[src/rtl/cdc_dev_pkg.sv]
// Shared types and helpers for the USB_CDC device-side byte routing blocks.
// rr_next is width-agnostic so both the IN arbiter and a future OUT router can use it.
package cdc_dev_pkg;

  typedef enum logic {
    IDLE  = 1'b0,
    GRANT = 1'b1
  } state_e;

  localparam int BYTE_W  = 8;
  localparam int MAX_SRC = 8;
  localparam int IDX_W   = 3;

  // First set bit of valid_vec scanning last+1, last+2, ... modulo n; 0 when none.
  function automatic int rr_next(input int last, input logic [MAX_SRC-1:0] valid_vec,
                                 input int n);
    int idx;
    int j;
    logic hit;
    idx = 0;
    hit = 1'b0;
    for (int i = 1; i <= MAX_SRC; i++) begin
      j = (last + i) % n;
      if (!hit && (i <= n) && valid_vec[j[IDX_W-1:0]]) begin
        idx = j;
        hit = 1'b1;
      end
    end
    return idx;
  endfunction

endpackage

[src/rtl/rr_picker.sv]
// Combinational round-robin priority encoder: lowest-distance requester after last_i.
module rr_picker
  import cdc_dev_pkg::*;
#(
  parameter int N  = 2,
  parameter int IW = 1
) (
  input  logic [N-1:0]  req_i,
  input  logic [IW-1:0] last_i,
  output logic          found_o,
  output logic [IW-1:0] idx_o
);

  assign found_o = |req_i;
  assign idx_o   = IW'(rr_next(int'(last_i), MAX_SRC'(req_i), N));

endmodule

[src/rtl/cdc_in_arbiter.sv]
// Round-robin, burst-locked arbiter sharing the USB_CDC IN byte channel among NUM_SRC
// producers, with a single registered output stage.
module cdc_in_arbiter
  import cdc_dev_pkg::*;
#(
  parameter  int NUM_SRC   = 2,
  parameter  int MAX_BURST = 8,
  localparam int GW        = (NUM_SRC > 1) ? $clog2(NUM_SRC) : 1,
  localparam int CW        = $clog2(MAX_BURST + 1)
) (
  input  logic                      clk_i,
  input  logic                      rstn_i,
  input  logic [BYTE_W*NUM_SRC-1:0] src_data_i,
  input  logic [NUM_SRC-1:0]        src_valid_i,
  output logic [NUM_SRC-1:0]        src_ready_o,
  output logic [BYTE_W-1:0]         in_data_o,
  output logic                      in_valid_o,
  input  logic                      in_ready_i,
  input  logic                      usb_configured_i,
  output logic [GW-1:0]             grant_o,
  output logic                      busy_o
);

  state_e            state_q;
  logic [GW-1:0]     grant_q;
  logic [GW-1:0]     last_grant_q;
  logic [CW-1:0]     burst_cnt_q;
  logic [CW-1:0]     burst_cnt_d;
  logic              out_valid_q;
  logic [BYTE_W-1:0] out_data_q;

  logic              free;
  logic              cur_valid;
  logic [BYTE_W-1:0] cur_data;
  logic              xfer;
  logic              last_beat;
  logic              release_grant;
  logic              pick_found;
  logic [GW-1:0]     pick_idx;

  rr_picker #(
    .N  (NUM_SRC),
    .IW (GW)
  ) u_picker (
    .req_i   (src_valid_i),
    .last_i  (last_grant_q),
    .found_o (pick_found),
    .idx_o   (pick_idx)
  );

  // The output register can take a byte if it is empty or being drained this cycle.
  assign free      = ~out_valid_q | in_ready_i;
  assign cur_valid = src_valid_i[grant_q];
  assign cur_data  = src_data_i[grant_q*BYTE_W +: BYTE_W];
  assign xfer      = (state_q == GRANT) & free & usb_configured_i & cur_valid;
  assign last_beat = (burst_cnt_q == CW'(MAX_BURST - 1));
  assign burst_cnt_d = burst_cnt_q + 1'b1;

  assign release_grant = ~usb_configured_i | (xfer & last_beat) | (free & ~cur_valid);

  for (genvar gi = 0; gi < NUM_SRC; gi++) begin : g_ready
    assign src_ready_o[gi] = (state_q == GRANT) & (grant_q == GW'(gi)) & free & usb_configured_i;
  end

  always_ff @(posedge clk_i or negedge rstn_i) begin
    if (!rstn_i) begin
      state_q      <= IDLE;
      grant_q      <= '0;
      last_grant_q <= GW'(NUM_SRC - 1);
      burst_cnt_q  <= '0;
      out_valid_q  <= 1'b0;
      out_data_q   <= '0;
    end else begin
      // A host drop discards any byte still waiting in the output stage.
      if (!usb_configured_i) begin
        out_valid_q <= 1'b0;
      end else if (xfer) begin
        out_data_q  <= cur_data;
        out_valid_q <= 1'b1;
      end else if (in_ready_i) begin
        out_valid_q <= 1'b0;
      end

      case (state_q)
        IDLE: begin
          if (usb_configured_i && pick_found) begin
            grant_q     <= pick_idx;
            burst_cnt_q <= '0;
            state_q     <= GRANT;
          end
        end
        GRANT: begin
          if (xfer) begin
            burst_cnt_q <= burst_cnt_d;
          end
          if (release_grant) begin
            state_q      <= IDLE;
            last_grant_q <= grant_q;
          end
        end
        default: state_q <= IDLE;
      endcase
    end
  end

  assign in_data_o  = out_data_q;
  assign in_valid_o = out_valid_q;
  assign grant_o    = grant_q;
  assign busy_o     = (state_q == GRANT);

endmodule
[config.mk]
export PLATFORM = sky130hd
export DESIGN_NAME = cdc_in_arbiter
export DESIGN_NICKNAME = d
export VERILOG_FILES = /design/src/rtl/cdc_dev_pkg.sv /design/src/rtl/rr_picker.sv /design/src/rtl/cdc_in_arbiter.sv
export SDC_FILE = /design/constraint.sdc
export NUM_CORES = 1
export LEC_CHECK = 0
export BUFFER_PORTS_ARGS = -buffer_cell sky130_fd_sc_hd__buf_2
export CAP_MARGIN = 20
export CORE_MARGIN = 2
export CORE_UTILIZATION = 45
export DETAILED_ROUTE_END_ITERATION = 10
export GPL_TIMING_DRIVEN = 0
export PLACE_DENSITY = 0.73
export REMOVE_ABC_BUFFERS = 1
export SETUP_SLACK_MARGIN = 0.02
export SYNTH_ARGS = -nofsm -noshare
export SYNTH_HDL_FRONTEND = slang
export SYNTH_HIERARCHICAL = 1
export SYNTH_SLANG_ARGS = --single-unit
[constraint.sdc]
create_clock -name clk_i -period 2.2 [get_ports clk_i]
set_input_delay 0.11 -clock clk_i [delete_from_list [all_inputs] [get_ports clk_i]]
set_output_delay 0.11 -clock clk_i [all_outputs]
set_load 0.03 [all_outputs]
* Word-level counts from Yosys, hierarchy flattened
Cells that the tools add are included.
** Storage, ports and cells
- Bits in registers :: 16
- Bits in latches :: 0
- Bits in writable memories :: 0
- Memory bits (read-only) :: 0
- Bits of input ports :: 22
- Output and inout port bits :: 13
- Logic and storage cells :: 64
- Memories kept :: 0
** Operators by class
- Add/sub/neg operators :: 3
- Multipliers :: 0
- Divide/modulo/power cells :: 0
- Order comparisons :: 3
- Equality and inequality tests :: 4
- Shifts and indexed selects :: 1
- Mux-type cells :: 18
- Bitwise gates (word level) :: 21
- Reductions and logical operators :: 8
** Operators by type and width (number)
- $shiftx 16x5->8 :: 1
- $mux 1 :: 12
- $and 1x1->1 :: 11
- $lt 3x4->1 const B :: 2
- $mux 4 :: 2
- $pmux 4 s2 :: 1
- $reduce_and 2->1 :: 4
- $not 1->1 :: 5
- $add 4x1->4 const B :: 1
- $bmux 1 s2 :: 2
- $eq 4x3->1 const B :: 1
- $ne 3x2->1 const B :: 1
- $or 1x1->1 :: 3
- $add 1x1->1 const B :: 2
- $and 1x1->1 const A :: 2
- $logic_and 1x1->1 :: 2
- $lt 1x2->1 const B :: 1
- $ne 2x1->1 const B :: 1
- $ne 2x2->1 const B :: 1
- $pmux 1 s2 :: 1
- $reduce_or 2->1 :: 1
- $logic_not 1->1 :: 1

* Logic depth before layout (Yosys ltp)
Gate-level depths: netlist (run 1).
- Word-level depth :: 10
- Mapped depth :: 5
- Gate-level depth less buffers :: 4

* Modules after synthesis
Netlist (run 1), hierarchy kept.
** Modules (own cells, without submodules)
- cdc_in_arbiter :: times used 1, cells each 71, area an instance 910.9 µm², sequential area each 401.6 µm²
- rr_picker :: times used 1, cells each 2, area an instance 13.8 µm², sequential area each 0.0 µm²

* Worst setup path after synthesis (run 1)
No wires, ideal clock.
- Path kind :: reg-to-output
- From :: register grant_q (netlist: grant_o)
- To :: output src_ready_o[1]
- Data arrival time :: 1.629 ns
- Data required time :: 2.090 ns
- Slack :: 0.461 ns
- Stages on the path, launching flop included :: 4
- Path buffers :: 2
- Cells stage by stage :: dfrtp_1 > buf_6 > buf_2 > nor3b_1
** On the way
- Longest elaborated chain between the ends :: 3
** Ends and longest elaborated chain
- start: declaration :: line cdc_in_arbiter.sv:25 : logic [GW-1:0] grant_q;
- start signal: assignment :: line cdc_in_arbiter.sv:87 : grant_q <= pick_idx;
- $and 1x1->1 (3 in series) :: line cdc_in_arbiter.sv:62 : assign src_ready_o[gi] = (state_q == GRANT) & (grant_q == GW'(gi)) & free & usb_configured_i;
- end: declaration :: line cdc_in_arbiter.sv:15 : output logic [NUM_SRC-1:0] src_ready_o,
Every way passes these cells.

* Worst setup path after layout (run 1)
- From :: register grant_q (netlist: grant_o)
- To :: register out_data_q[4] (netlist: in_data_o[4])
** On the way
- Longest elaborated chain between the ends :: 4
- Elaborated cells between the ends (all ways) :: 5
- Those cells by class :: 1 x shift; 2 x mux; 1 x bitwise; 1 x reduce/logical
** Ends and longest elaborated chain
- parallel branches: the longest is 4 deep, another holds $shiftx 16x5->8
- end signal: assignment :: line cdc_in_arbiter.sv:78 : out_data_q <= cur_data;
- end: declaration :: line cdc_in_arbiter.sv:30 : logic [BYTE_W-1:0] out_data_q;
Parallel ways; which one is timed is not known. The select of a mux whose other input is x is not followed.
A chain may end at the register's enable or synchronous reset.

==> results of run 1 <==
==> synthesized netlist by cell type (all sizes together) <==
cell type	number	area share
mux2	18	0.25
dfrtp	15	0.41
nand2	7	0.031
mux2i	5	0.068
buf	4	0.035
nand2b	2	0.014
nand3	2	0.011
nand3b	2	0.016
nor3	2	0.023
a211o	1	0.0095
a21boi	1	0.0081
a21o	1	0.0081
a21oi	1	0.0054
dfstp	1	0.028
ha	1	0.014
inv	1	0.0041
nand4	1	0.0068
nand4b	1	0.0095
nor2b	1	0.0068
nor3b	1	0.0081
nor4	1	0.0068
nor4b	1	0.0095
o21ai	1	0.0054
o221a	1	0.012
or2	1	0.0068
==> timing repair <==
| item | 4_1_cts | 5_1_grt |
|---|---|---|
| endpoints found under the hold margin | 15 | 0 |
| resized for setup | 0 | 0 |
| buffers inserted | 0 | 0 |
| hold buffers | 1 | 0 |
==> metal layers <==
metal,wire length (microns),vias up,global-route usage,share of wire
met1,756,340,0.202,0.43
met2,905,9,0.282,0.52
li1,-,334,-,-
met4,23,0,0.0571,0.013
met3,68,2,0.0552,0.039
met5,0,-,0,0
==> per-stage QoR <==
stage                     hold slack [ns]  cells
after global routing                0.113    135
final                               0.125    135
after CTS                           0.112    135
after global placement             0.0415    130
after floorplan                    -0.186     69
after detailed placement           0.0386    130
==> critical path, cell delays in order, from the launching register on <==
cell,delay (ns)
dfrtp_1,0.60
mux2i_4,0.31
nor3_4,0.57
mux2_2,0.41
==> area by class of cell <==
cell class,instances,share of cell area
Sequential cell,16,0.355
Timing Repair Buffer,35,0.159
Clock buffer,4,0.0232
Inverter,1,0.00331
Multi-Input combinational cell,52,0.430
Tap cell,27,0.0298
==> cell families (layout without fill, tap and decap cells) <==
group,Yosys count,count (layout),synth area share
AO/OA/AOI/OAI,6,6,0.0487
adder cells (fa/ha/maj),1,1,0.0135
buffers and inverters,5,40,0.0392
flip-flops,16,16,0.434
multiplexers,23,23,0.315
AND/OR/NAND/NOR,22,22,0.149
==> power groups by stage <==
stage	registers, mW	clock network [mW]	logic, mW
after floorplan	0.658	0	0.254
after global placement	0.493	0	0.571
after detailed placement	0.496	0	0.579
after CTS	0.491	0.166	0.584
after global routing	0.510	0.177	0.608
final	0.489	0.160	0.577
==> flip-flops by register name, indices dropped and copies added, names as in the netlist <==
| signal | count |
|---|---|
| in_data_o | 8 |
| in_valid_o | 1 |
| burst_cnt_q | 4 |
| last_grant_q | 1 |
| busy_o | 1 |
| grant_o | 1 |
==> how the worst max path moves through the flow <==
stage / end
2_1_floorplan: in_data_o[4]$_DFFE_PN0P_
3_3_place_gp: in_data_o[4]$_DFFE_PN0P_
3_5_place_dp: in_data_o[4]$_DFFE_PN0P_
4_1_cts: in_data_o[4]$_DFFE_PN0P_
5_1_grt: in_data_o[4]$_DFFE_PN0P_
6_report: in_data_o[4]$_DFFE_PN0P_
==> run metrics, run 1 <==
status=finished, final reports clean; depth of the CTS H-tree=1; clock power share=0.130; DIE HEIGHT=49.3 microns; io pins=35; Seq cells post-synth=16; final hold viol count=0; sequential fraction of the synthesis area=0.434; internal reg-to-reg setup slack=0.21 ns; final wirelength=1750 microns; overflow left after global routing=0; Die X=49.3 microns; synthesis-to-finish area growth=22.5%; Setup Viol. Count Final=0; Switching Share=0.400; Cell Area, Synth=925 sq um; Hold Path End=last_grant_q$_DFFE_PN1P_; sequential fraction of design power=0.399; RSZ-0062 raised after global routing=false; largest net degree at the start of global routing=17; std cell rows=16; Core Util, Final=0.583; Lkg Pwr=0.535 nW; first-pass GRT wire length=3150 microns; HPWL Detailed=1320 microns; worst r2r src=grant_o$_DFFE_PN0P_; crit path capture type=flop; CP required=2.38 ns; MaxCap Viol Count=0; Die Footprint=0.00243 sq mm; number of global-route vias before repair=694; Crit Path Max Fanout=15; Core ar.=0.00194 sq mm; hold depth=3; fmax=0.503 GHz; # diodes=0; clock buffer depth=2; VDD IR max=0.712 mV; Starting DRT DRC Count=7; 1st-pass router iterations=4; CTS Root Cell=clkbuf_4; CP startpoint kind=flop; Total GRT Usage=0.168; Cell Area, Placed=0.00110 sq mm; initial core utilization=0.476; Syn Inst Count=73; worst slew pin tran=0.697 ns; layout cells sized above 1=0.556; Distinct cells, synth=30; Setup WS post-layout=0.212 ns; DRC Markers=0; Post-Layout Inst Area=0.00113 sq mm; most frequent cells in the layout=buf_2 (34), dfrtp_1 (15), mux2_2 (11), mux2_4 (7), nand2_1 (6); Reg-to-Reg End=in_data_o[4]$_DFFE_PN0P_; post-route minimum period=1.99 ns; fin crit share=0.904; PwrDens=1080 mW/mm^2; Worst Reg2Reg Path Length in Cells=3; routed length per instance=13.0 microns; Worst EP arrival=2.17 ns; Crit. Startpoint=grant_o$_DFFE_PN0P_; net load switching power=0.490 mW; Slew headroom=0.534; Ys Warns=6; pre-CTS setup slack=0.186 ns; worst min path class=input pin to flop; Post-DRT Antenna Nets=0; area of the multi-input gates=487 sq um; antenna violations before repair=0; most common library cell in the layout ignoring fill and taps=buf_2; fillers=179; Tot Pwr=1.23 mW; Clock transition at path regs=0.09 ns; Buffers on Ports=34; setup TNS=0 ns; Sequential cell area=402 sq um; Final Net Count=132; worst skew pair latency=0.28 ns; pins over their slew limit=0; Vias=685; CTS tree=yes; total clock sinks=16; GPL Wtd Cong=0.786; CP Class=flop to flop; logic gate share of total power=0.471; clock skew=0.00626 ns; hold wc startpoint=usb_configured_i; Int Power=0.736 mW; CTS Buf Count=3; syn avg cell area=12.7 sq um; routed vias/inst=5.07
Power figures use the tool's default switching activity.
==> inputs of run 2 (changes only) <==
--- a/config.mk
+++ b/config.mk
@@ -11,10 +11,9 @@
 export CORE_UTILIZATION = 45
 export DETAILED_ROUTE_END_ITERATION = 10
 export GPL_TIMING_DRIVEN = 0
-export PLACE_DENSITY = 0.73
+export PLACE_DENSITY = 0.74
 export REMOVE_ABC_BUFFERS = 1
 export SETUP_SLACK_MARGIN = 0.02
 export SYNTH_ARGS = -nofsm -noshare
 export SYNTH_HDL_FRONTEND = slang
-export SYNTH_HIERARCHICAL = 1
 export SYNTH_SLANG_ARGS = --single-unit
==> run 2 against run 1 <==
Compared with the run above: largest cell class unchanged; global-route usage grew 3.3 points; cell count grew 6.7%; utilization grew 3.1 points; clock-buffer cell count is the same; synthesized cell count grew 16%.
==> run metrics, run 2 <==
status=finished, final reports clean; final hold viol count=0; CTS tree=yes; clock buffer depth=2; Die X=47.9 microns; CP Cell Sequence=mux2_4 > and3_4 > mux2i_1; Buffers on Ports=34; routed vias/inst=5.67; end of the critical path=burst_cnt_q[1]$_DFFE_PN0P_; Switching Share=0.425; Vias=816; first-pass GRT wire length=3180 microns; syn avg cell area=10.2 sq um; VDD IR max=0.664 mV; hold wc startpoint=src_valid_i[1]; pins over their slew limit=0; # diodes=0; total clock sinks=16; cell with the most instances after synthesis=dfrtp_1; logic gate share of total power=0.431; Setup Viol. Count Final=0; slowest CP cell=dfrtp_1; dominant cell type by area after synthesis=dfrtp_1; DIE HEIGHT=47.9 microns; Post-Layout Inst Area=0.00108 sq mm; fmax=0.578 GHz; post-CTS setup buffers=0; HPWL Detailed=1470 microns; CP required=2.40 ns; Area contributors post-synth=dfrtp_1 (43%), mux2i_1 (14%), a31oi_1 (5.8%), a21oi_1 (5.2%), o21ai_0 (3.5%); worst slew pin tran=0.639 ns; layout cells sized above 1=0.353; setup TNS=0 ns; crit-path leading delay family=flip-flops; Post-DRT Antenna Nets=0; Post-synth EDFFs=0; Worst EP arrival=1.93 ns; top-area cell type share of the netlist area=0.434; hold depth=3; Core Util, Final=0.614; Cell Area, Placed=0.00104 sq mm; Cell Area, Synth=866 sq um; worst path bufs/invs=0; CTS Buf Count=3; GPL Wtd Cong=0.775; net load switching power=0.502 mW; sequential fraction of the synthesis area=0.464; antenna violations before repair=0; Core ar.=0.00176 sq mm; routed length per instance=14.1 microns; most common library cell in the layout ignoring fill and taps=buf_2; Final Net Count=143; 1st-pass router iterations=4; io pins=35; sequential fraction of design power=0.406; largest net degree at the start of global routing=17; most frequent cells in the layout=buf_2 (34), dfrtp_1 (15), mux2i_1 (12), a21oi_1 (9), a31oi_1 (8); Seq cells post-synth=16; fin crit share=0.786; PwrDens=1090 mW/mm^2; Syn Inst Count=85; initial core utilization=0.491; Die Footprint=0.00229 sq mm; Int Power=0.680 mW; Reg-to-Reg End=burst_cnt_q[1]$_DFFE_PN0P_; worst skew pair latency=0.29 ns; Clock transition at path regs=0.09 ns; CTS Root Cell=clkbuf_4; overflow left after global routing=0; Ys Warns=0; Crit. Startpoint=grant_o$_DFFE_PN0P_; RSZ-0062 raised after global routing=false; Post-synth ARST share=1.00; depth of the CTS H-tree=1; placed insts=139; Critical Path Stages=3; worst r2r src=grant_o$_DFFE_PN0P_; internal reg-to-reg setup slack=0.47 ns; Final Hold Slack=0.0878 ns; number of global-route vias before repair=764; clock power share=0.163; clock skew=0.00963 ns; CP Class=flop to flop; MaxCap Viol Count=0; Starting DRT DRC Count=13; Worst Reg2Reg Path Length in Cells=3; synthesis-to-finish area growth=25.1%; Critical Path Max Stage Delay=0.76 ns; Slew headroom=0.574; Total GRT Usage=0.202; Distinct cells, synth=27; top_reg_cell synth=dfrtp_1; Crit Path Max Fanout=14; Layout Cells excl Fill=144; crit path capture type=flop; final wirelength=2030 microns; Lkg Pwr=0.543 nW; post-route minimum period=1.73 ns; max reg flops=8; std cell rows=15; DRC Markers=0; worst min path class=input pin to flop; CP startpoint kind=flop; most frequent cells after synthesis=dfrtp_1 (15), mux2i_1 (12), a21oi_1 (9), a31oi_1 (8)
-- run 2: metrics by stage --
| step | worst slack (ns) | power (mW) |
|---|---|---|
| 2_1_floorplan | 0.512 | 0.833 |
| 3_3_place_gp | 0.504 | 0.980 |
| 3_5_place_dp | 0.453 | 1.00 |
| 4_1_cts | 0.431 | 1.19 |
| 5_1_grt | 0.353 | 1.27 |
| 6_report | 0.471 | 1.18 |
-- run 2: per-layer routing --
metal  track usage  up-vias  share of wire  wire length [microns]
met5             0        -              0                      0
met4        0.0919        0         0.0089                     18
met3        0.0377        2          0.062                    127
met2         0.376       31           0.49                   1000
met1         0.217      394           0.44                    888
li1              -      389              -                      -
-- run 2: repair_timing --
action	4_1_cts	5_1_grt
hold buffers	1	0
resized for setup	0	0
hold endpoints to repair	15	0
-- run 2: worst min path at each step --
| stage | slack (ns) | endpoint |
|---|---|---|
| final | 0.09 | grant_o$_DFFE_PN0P_ |
| after global routing | 0.09 | grant_o$_DFFE_PN0P_ |
| after CTS | 0.09 | grant_o$_DFFE_PN0P_ |
| after detailed placement | 0.04 | in_data_o[6]$_DFFE_PN0P_ |
| after global placement | 0.04 | in_data_o[5]$_DFFE_PN0P_ |
| after floorplan | -0.19 | burst_cnt_q[0]$_DFFE_PN0P_ |
-- run 2: cell type report --
type / count / area (sq um)
Sequential cell: 16 / 402
Fill cell: 178 / 681
Tap cell: 25 / 31.3
Inverter: 1 / 3.75
Multi-Input combinational cell: 63 / 430
Clock buffer: 4 / 36.3
Timing Repair Buffer: 35 / 180
-- run 2: kinds of logic (layout without fill, tap and decap cells) --
kind of cell,count (synthesis),in the layout,share of synthesized area
adders and majority gates,1,1,0.0144
AOI/OAI and AO/OA,27,27,0.184
DFF,16,16,0.464
buffers and inverters,6,40,0.0390
and+or+nand+nor,22,22,0.143
muxes,13,13,0.156
-- run 2: power by group through the flow --
stage	registers [mW]	logic, mW	clock network [mW]
floorplan	0.639	0.194	0
global placement	0.481	0.498	0
detailed placement	0.488	0.511	0
CTS	0.482	0.513	0.194
global route	0.497	0.562	0.211
finish	0.480	0.510	0.193
-- run 2: worst min-delay path, stage by stage --
cell	delay, ns
buf_2	0.11
nand2_1	0.05
o21ai_0	0.06
